<file path="src/rtl/mcu_spi_byte_frontend.sv">
// mcu_spi_byte_frontend: clocked SPI mode-0 slave front end with rx valid/ready and tx holding register
// Define MCU_SPI_MSB_FIRST_EN for MSB-first shifting; the default is LSB-first in both directions.
module mcu_spi_byte_frontend #(
  parameter int          SYNC_STAGES = 2,
  parameter int          IDX_W       = 4,
  parameter logic [7:0]  TX_IDLE     = 8'h00
) (
  input  logic             clk,
  input  logic             reset_n,
  input  logic             spi_nss,
  input  logic             spi_sck,
  input  logic             spi_mosi,
  output logic             spi_miso,
  output logic [7:0]       rx_data,
  output logic             rx_valid,
  input  logic             rx_ready,
  output logic [IDX_W-1:0] rx_index,
  output logic             rx_overrun,
  input  logic [7:0]       tx_data,
  input  logic             tx_load,
  output logic             tx_pending,
  output logic             frame_start,
  output logic             frame_end,
  output logic             frame_active
);
  logic [SYNC_STAGES-1:0] nss_sync, sck_sync, mosi_sync;
  logic nss_d, sck_d, nss_s, sck_s, mosi_s;
  logic nss_fall, nss_rise, sck_rise, sck_fall, byte_cmpl, boundary, byte_done;
  logic [2:0] bit_cnt;
  logic [IDX_W-1:0] byte_cnt, done_idx;
  logic [7:0] rx_shift, rx_next, tx_shift, tx_hold, tx_byte, tx_rot;
  logic tx_first, tx_rot_bit;
  assign nss_s     = nss_sync[SYNC_STAGES-1];
  assign sck_s     = sck_sync[SYNC_STAGES-1];
  assign mosi_s    = mosi_sync[SYNC_STAGES-1];
  assign nss_fall  = nss_d & ~nss_s;
  assign nss_rise  = ~nss_d & nss_s;
  assign sck_rise  = ~nss_s & sck_s & ~sck_d;
  assign sck_fall  = ~nss_s & ~sck_s & sck_d;
  assign byte_cmpl = sck_rise & (bit_cnt == 3'd7);
  assign boundary  = nss_fall | byte_cmpl;
  assign tx_byte   = tx_pending ? tx_hold : TX_IDLE;
`ifdef MCU_SPI_MSB_FIRST_EN
  assign rx_next    = {rx_shift[6:0], mosi_s};
  assign tx_first   = tx_byte[7];
  assign tx_rot     = {tx_shift[6:0], tx_shift[7]};
  assign tx_rot_bit = tx_shift[6];
`else
  assign rx_next    = {mosi_s, rx_shift[7:1]};
  assign tx_first   = tx_byte[0];
  assign tx_rot     = {tx_shift[0], tx_shift[7:1]};
  assign tx_rot_bit = tx_shift[1];
`endif
  always_ff @(posedge clk or negedge reset_n) begin
    if (!reset_n) begin
      nss_sync     <= '1;
      sck_sync     <= '0;
      mosi_sync    <= '0;
      nss_d        <= 1'b1;
      sck_d        <= 1'b0;
      bit_cnt      <= '0;
      byte_cnt     <= '0;
      done_idx     <= '0;
      byte_done    <= 1'b0;
      rx_shift     <= '0;
      tx_shift     <= '0;
      tx_hold      <= '0;
      tx_pending   <= 1'b0;
      spi_miso     <= 1'b0;
      rx_data      <= '0;
      rx_valid     <= 1'b0;
      rx_index     <= '0;
      rx_overrun   <= 1'b0;
      frame_start  <= 1'b0;
      frame_end    <= 1'b0;
      frame_active <= 1'b0;
    end else begin
      nss_sync     <= {nss_sync[SYNC_STAGES-2:0], spi_nss};
      sck_sync     <= {sck_sync[SYNC_STAGES-2:0], spi_sck};
      mosi_sync    <= {mosi_sync[SYNC_STAGES-2:0], spi_mosi};
      nss_d        <= nss_s;
      sck_d        <= sck_s;
      frame_start  <= nss_fall;
      frame_end    <= nss_rise;
      frame_active <= ~nss_s;
      byte_done    <= byte_cmpl;
      if (nss_fall) begin
        bit_cnt  <= '0;
        byte_cnt <= '0;
      end else if (nss_rise) begin
        bit_cnt <= '0;
      end else if (sck_rise) begin
        rx_shift <= rx_next;
        bit_cnt  <= bit_cnt + 3'd1;
        if (byte_cmpl) begin
          done_idx <= byte_cnt;
          byte_cnt <= (byte_cnt == '1) ? byte_cnt : byte_cnt + 1'b1;
        end
      end
      // accept-then-load: a consumer handshake in the same clk frees the slot
      if (byte_done && (!rx_valid || rx_ready)) begin
        rx_data  <= rx_shift;
        rx_index <= done_idx;
        rx_valid <= 1'b1;
      end else if (rx_valid && rx_ready) begin
        rx_valid <= 1'b0;
      end
      if (nss_fall)
        rx_overrun <= 1'b0;
      else if (byte_done && rx_valid && !rx_ready)
        rx_overrun <= 1'b1;
      // no advance on the fall that follows a byte boundary: the next byte's first bit is already out
      if (boundary) begin
        tx_shift <= tx_byte;
        spi_miso <= tx_first;
      end else if (nss_rise) begin
        spi_miso <= 1'b0;
      end else if (sck_fall && bit_cnt != 3'd0) begin
        tx_shift <= tx_rot;
        spi_miso <= tx_rot_bit;
      end
      if (tx_load)
        tx_hold <= tx_data;
      tx_pending <= tx_load | (tx_pending & ~boundary);
    end
  end
endmodule
</file>
<file path="config.mk">
export PLATFORM = sky130hd
export DESIGN_NAME = mcu_spi_byte_frontend
export DESIGN_NICKNAME = d
export VERILOG_FILES = /design/src/rtl/mcu_spi_byte_frontend.sv
export SDC_FILE = /design/constraint.sdc
export NUM_CORES = 1
export LEC_CHECK = 0
export ABC_AREA = 1
export CELL_PAD_IN_SITES_DETAIL_PLACEMENT = 1
export CELL_PAD_IN_SITES_GLOBAL_PLACEMENT = 2
export CORE_ASPECT_RATIO = 0.75
export CORE_MARGIN = 2
export CORE_UTILIZATION = 34
export DETAILED_ROUTE_END_ITERATION = 12
export PLACE_DENSITY_LB_ADDON = 0.1
export SYNTH_ARGS = -nofsm -noshare
export SYNTH_HDL_FRONTEND = slang
export SYNTH_SLANG_ARGS = --single-unit
export TNS_END_PERCENT = 10
</file>
<file path="constraint.sdc">
create_clock -name clk -period 1.85 [get_ports clk]
set_input_delay 0.185 -clock clk [delete_from_list [all_inputs] [get_ports clk]]
set_output_delay 0.185 -clock clk [all_outputs]
set_load 0.1 [all_outputs]
</file>
==> impl_metrics.toml, run 1 <==
[setup_path]
startpoint_type = "register"
crit_top_cell = "inv_1"
crit_type = "reg2reg"
slowest_delay_ns = 0.56
cp.arrival_ns = 1.95
required_ns = 2.10
slowest_stage = "dfstp_2"
critical_path.startpoint = "nss_sync[1]"
timing.rr.start = "nss_sync[1]"
crit_path_end_kind = "register"
path_max_fanout = 8
crit_chain = "inv_1, ha_1, inv_1, buf_4, a21oi_1, nand2_2, nand2_1, o21ai_1"

[route]
drt_iter0_markers = 54
num_vias = 1847
dr.pass1.iters = 4
wl_um = 5570
drc = 0
viasPerCell = 4.49
ant_nets = 0
wl_per_cell_um = 13.6

[sta]
fin_skew_ns = 0.0118
rsz0062_at_grt = "true"
worst_slew_pin_slew_ns = 0.417
fin_crit_ns = 1.69
final_hold_viol_count = 0
max_freq_mhz = 591
final_max_slew_viol_count = 0
finalCritPeriodShare_pct = 91.5
max_slew_margin_pct = 72.1
setup_viol = 0

[placed_design]
portBuffers = 33
placed_area_mm2 = 0.00306
gp_congestion = 0.774
placedCellCount = 394
dpl.hpwl_um = 4050

[die]
initial_utilization_pct = 35.4
dieArea_mm2 = 0.00842
rows = 27
ioPinCount = 34
core_area_mm2 = 0.00740
die_w_um = 105
die_h_um = 80.0

[cells_and_area]
layoutNonFillerInstCount = 411
multi_input_area_um2 = 902
fin_nets = 326
nFillCells = 850
design_area_mm2 = 0.00329
final_layout_size_suffix_gt1_share_pct = 22.3
antenna_cells = 0
synthToLayoutAreaGrowth_pct = 25.8
ff_latch_area_mm2 = 0.00158

[yosys]
synth_cell_types = 24
netlist_area_mm2 = 0.00262
synth.ff_latch_count = 63
synthCells = 260
synth_fp_nets = 281
yosysWarnings = 0
synth_seq_area_share_pct = 60.4
avgSynthCellArea_um2 = 10.1

[global_route]
grt_max_degree = 49
grt_usage_pct = 14.9
grt_antenna_before_repair = 0
globalRouteOverflowTotal = 0
grt_pass1_vias = 1985
grt_pass1_wl_um = 9630

[clock_tree]
clockBufferDepth = 2
h-tree-depth = 3
root_buffer = "clkbuf_8"
cts-buffers-inserted = 9
post-cts-setup-buffers = 0
clk_latency_ns = 0.34
cts_tree = "done"
cts_num_sinks = 63
path_clk_slew_ns = 0.07

[pwr]
vdd_drop_max_mv = 0.372
power.density_mw_per_mm2 = 1050
leakagePower_nw = 1.66

[min_path]
min_from = "spi_nss"
holdCritPathClass = "in2reg"

[run_status]
status = "completed"

[job]
cap_viol_max_count = 0
-- worst paths after layout --
check | end | slack, ns | cells past startpoint
min in group asynchronous | rx_data[1] | 0.31 | 2
worst min-delay path | nss_sync[0] | 0.25 | 1
max in group asynchronous | nss_d | 0.92 | 3
worst max-delay path | byte_cnt[3] | 0.16 | 8
worst max register to register | byte_cnt[3] | 0.16 | 8
worst min register to register | mosi_sync[1] | 0.36 | 0
-- logic make-up after synthesis --
group                      count (synthesis)  synth area share (%)
and+or+nand+nor                          114                  19.9
DFF                                       63                  60.4
buffers and inverters                     35                  5.45
AOI/OAI and AO/OA                         29                  5.74
muxes                                     13                  5.60
adders and majority gates                  6                  2.87
-- stage by stage --
step                utilization [%]  total power, mW  setup TNS (ns)  hold slack [ns]  setup WS (ns)
finish                         44.5             3.47               0            0.250          0.158
global route                   44.5             3.69        -0.00432            0.239       -0.00432
CTS                            44.4             3.53               0            0.232          0.120
detailed placement             41.4             2.28               0            0.126          0.140
global placement               41.4             2.27               0            0.133          0.199
floorplan                         -             2.07               0           -0.111         0.0381
-- timing repair --
action / CTS / global route
hold buffers: 1 / 0
hold endpoints to repair: 15 / 0
endpoints found under the setup margin: 0 / 2
resized for setup: 0 / 1
-- power by group --
part / switching [mW] / internal [mW] / total (mW)
Sequential: 0.123 / 1.55 / 1.67
Clock: 0.523 / 0.698 / 1.22
Combinational: 0.361 / 0.214 / 0.575
-- worst max-delay path, delay by kind of cell, from the launching register on --
family                     cells  cell delay, ns
buffers and inverters          3            0.43
DFF                            1            0.56
AOI/OAI and AO/OA              2            0.16
adders and majority gates      1            0.25
and+or+nand+nor                2            0.22
-- layout make-up --
cell class | count | area share, %
flip-flops and latches | 63 | 48.0
multi-input cells | 162 | 27.4
repair buffers | 41 | 11.1
clock buffers | 12 | 4.71
well taps | 101 | 3.84
inverters | 28 | 3.27
clock inverters | 4 | 1.63
-- metal layers --
layer	GRT usage [%]	vias to the layer above	wire length [um]
li1	-	933	-
met1	21.5	877	3060
met2	20.5	31	2230
met3	4.49	6	208
met4	6.40	0	71
met5	0	-	0
-- registers in the layout, indices dropped and copies added (netlist names), 3 cells and up --
signal	flops
rx_data	8
rx_shift	8
tx_hold	8
tx_shift	8
byte_cnt	4
done_idx	4
rx_index	4
bit_cnt	3
-- cell usage after synthesis, drive strengths merged --
cell type	number	area, um^2
dfrtp	60	1500
nor2	6	25.0
ha	6	75.1
clkbuf	2	7.51
a31o	1	8.76
o21ai	24	120
buf	5	27.5
nand3	25	125
mux2	13	146
nand4	5	58.8
nand2	78	313
a31oi	1	6.26
dfstp	3	78.8
inv	28	108
a21oi	3	15.0
-- cells in the final DEF (no fill, tap or decap), types with 2 or more instances in the layout --
cell type	Yosys	routed
a21oi_1	3	3
buf_12	0	2
buf_4	1	24
clkbuf_8	0	11
clkdlybuf4s50_1	0	13
clkinvlp_4	0	2
dfrtp_1	60	60
dfstp_2	3	3
ha_1	6	6
inv_1	26	26
mux2_2	13	13
nand2_1	74	74
nand2_2	2	2
nand2_4	2	2
nand3_1	25	25
nand4_1	2	2
nand4_4	1	2
nor2_1	5	5
o21ai_0	18	18
o21ai_1	6	6
Note: power is estimated with default switching activity, not from simulation.
==> run 2, diff against run 1 <==
- CORE_UTILIZATION: 34 -> 36
- CTS_BUF_LIST: not set -> sky130_fd_sc_hd__clkbuf_4 sky130_fd_sc_hd__clkbuf_8
- SKIP_LAST_GASP: not set -> 1
==> impl_metrics.toml, run 2 (synthesized netlist as in run 1, its figures left out) <==
[global_route]
grt_pass1_wl_um = 10400
grt_pass1_vias = 2072
globalRouteOverflowTotal = 0
grt_max_degree = 28
grt_antenna_before_repair = 0
grt_usage_pct = 17.7

[pwr]
pwr-share-comb_pct = 16.1
power.density_mw_per_mm2 = 1100
p_int_mw = 2.65
clockPowerShare_pct = 38.2
leakagePower_nw = 1.70
p_seq_share_pct = 45.7
vdd_drop_max_mv = 0.467
switching_share_pct = 27.8
power_switching_mw = 1.02

[sta]
worst_slew_pin_slew_ns = 0.517
finalCritPeriodShare_pct = 90.1
fin_skew_ns = 0.0124
max_slew_margin_pct = 65.5
fin_crit_ns = 1.67
rsz0062_at_grt = "false"
final_hold_viol_count = 0
setup_viol = 0
setup_tns_ns = 0
final_max_slew_viol_count = 0
max_freq_mhz = 600

[route]
wl_um = 6000
dr.pass1.iters = 4
viasPerCell = 4.59
drt_iter0_markers = 73
drc = 0
wl_per_cell_um = 14.6
num_vias = 1890
ant_nets = 0

[die]
initial_utilization_pct = 37.8
dieArea_mm2 = 0.00797
ioPinCount = 34
core_area_mm2 = 0.00693
die_w_um = 102
die_h_um = 77.8
rows = 26

[setup_path]
slowest_stage = "dfstp_2"
cp.arrival_ns = 1.88
startpoint_type = "register"
path_buf_inv = 2
cp_top_family = "flip-flops"
crit_chain = "inv_1, ha_1, buf_4, nand2_1, nand3_1, o21ai_0"
crit_type = "reg2reg"
reg2reg_to = "bit_cnt[2]"
reg2reg_slack_ns = 0.18
timing.rr.start = "nss_sync[1]"
cp.depth = 6
slowest_delay_ns = 0.56
required_ns = 2.07
cp-endpoint = "bit_cnt[2]"
reg2regPathDepth = 6
path_max_fanout = 6
critical_path.startpoint = "nss_sync[1]"
crit_path_end_kind = "register"

[clock_tree]
cts-buffers-inserted = 9
root_buffer = "clkbuf_8"
clockBufferDepth = 2
h-tree-depth = 3
cts_num_sinks = 63
cts_tree = "done"
clk_latency_ns = 0.34
path_clk_slew_ns = 0.07

[min_path]
worstHoldPathCells = 1
holdCritPathClass = "in2reg"

[placed_design]
portBuffers = 33
dpl.hpwl_um = 4390
gp_congestion = 0.764

[cells_and_area]
antenna_cells = 0
final_common_cell = "nand2_1"
fin_nets = 330
final_cell_mix = "nand2_1 (74), dfrtp_1 (60), buf_4 (28)"
fin_util_pct = 48.3
final_layout_size_suffix_gt1_share_pct = 23.6
synthToLayoutAreaGrowth_pct = 27.9

[run_status]
status = "completed"

[job]
cap_viol_max_count = 0
run 2: power by group through the flow:
stage	registers, mW	clock network [mW]	logic (mW)
after floorplan	1.75	0	0.316
after global placement	1.69	0	0.575
after detailed placement	1.70	0	0.592
after CTS	1.67	1.44	0.597
after global routing	1.70	1.52	0.678
final	1.68	1.40	0.590
run 2: layer usage:
layer  track usage, %  wire, um  vias up
li1                 -         -      935
met1             25.5      3130      925
met2             24.4      2580       23
met3             6.04       187        7
met4             6.40        97        0
met5                0         0        -
run 2: metrics by stage:
step	std cells	area, um^2	hold slack, ns	total power, mW	worst slack (ns)
floorplan	260	2620	-0.111	2.07	0.0381
global route	412	3350	0.235	3.89	0.0192
detailed placement	395	3090	0.184	2.29	0.132
global placement	395	3090	0.187	2.27	0.222
finish	412	3350	0.247	3.67	0.183
CTS	412	3340	0.235	3.71	0.122
run 2: final cells by class:
type | count | area [um^2]
clock buffer | 13 | 173
clock inverter | 3 | 65.1
fill | 793 | 3580
inverter | 28 | 108
multi-input combinational | 162 | 902
sequential | 63 | 1580
tap | 98 | 123
timing repair buffer | 45 | 395
run 2: worst min path at each step:
stage,start,end,slack (ns)
6_report,spi_nss,nss_sync[0],0.25
5_1_grt,spi_nss,nss_sync[0],0.24
4_1_cts,spi_nss,nss_sync[0],0.23
3_5_place_dp,reset_n,rx_data[7],0.18
3_3_place_gp,reset_n,rx_data[7],0.19
2_1_floorplan,reset_n,bit_cnt[0],-0.11
run 2: worst register-to-register path, cell delays in order, from the launching register on:
cell and delay (ns):
dfstp_2 0.56, inv_1 0.12, ha_1 0.37, buf_4 0.16, nand2_1 0.16, nand3_1 0.11, o21ai_0 0.08
run 2: timing repair:
item                       in CTS  in global routing
resized for setup               0                  1
hold endpoints to repair       17                  0
setup buffers                   0                  0
setup endpoints to repair       0                  2
hold buffers                    1                  0
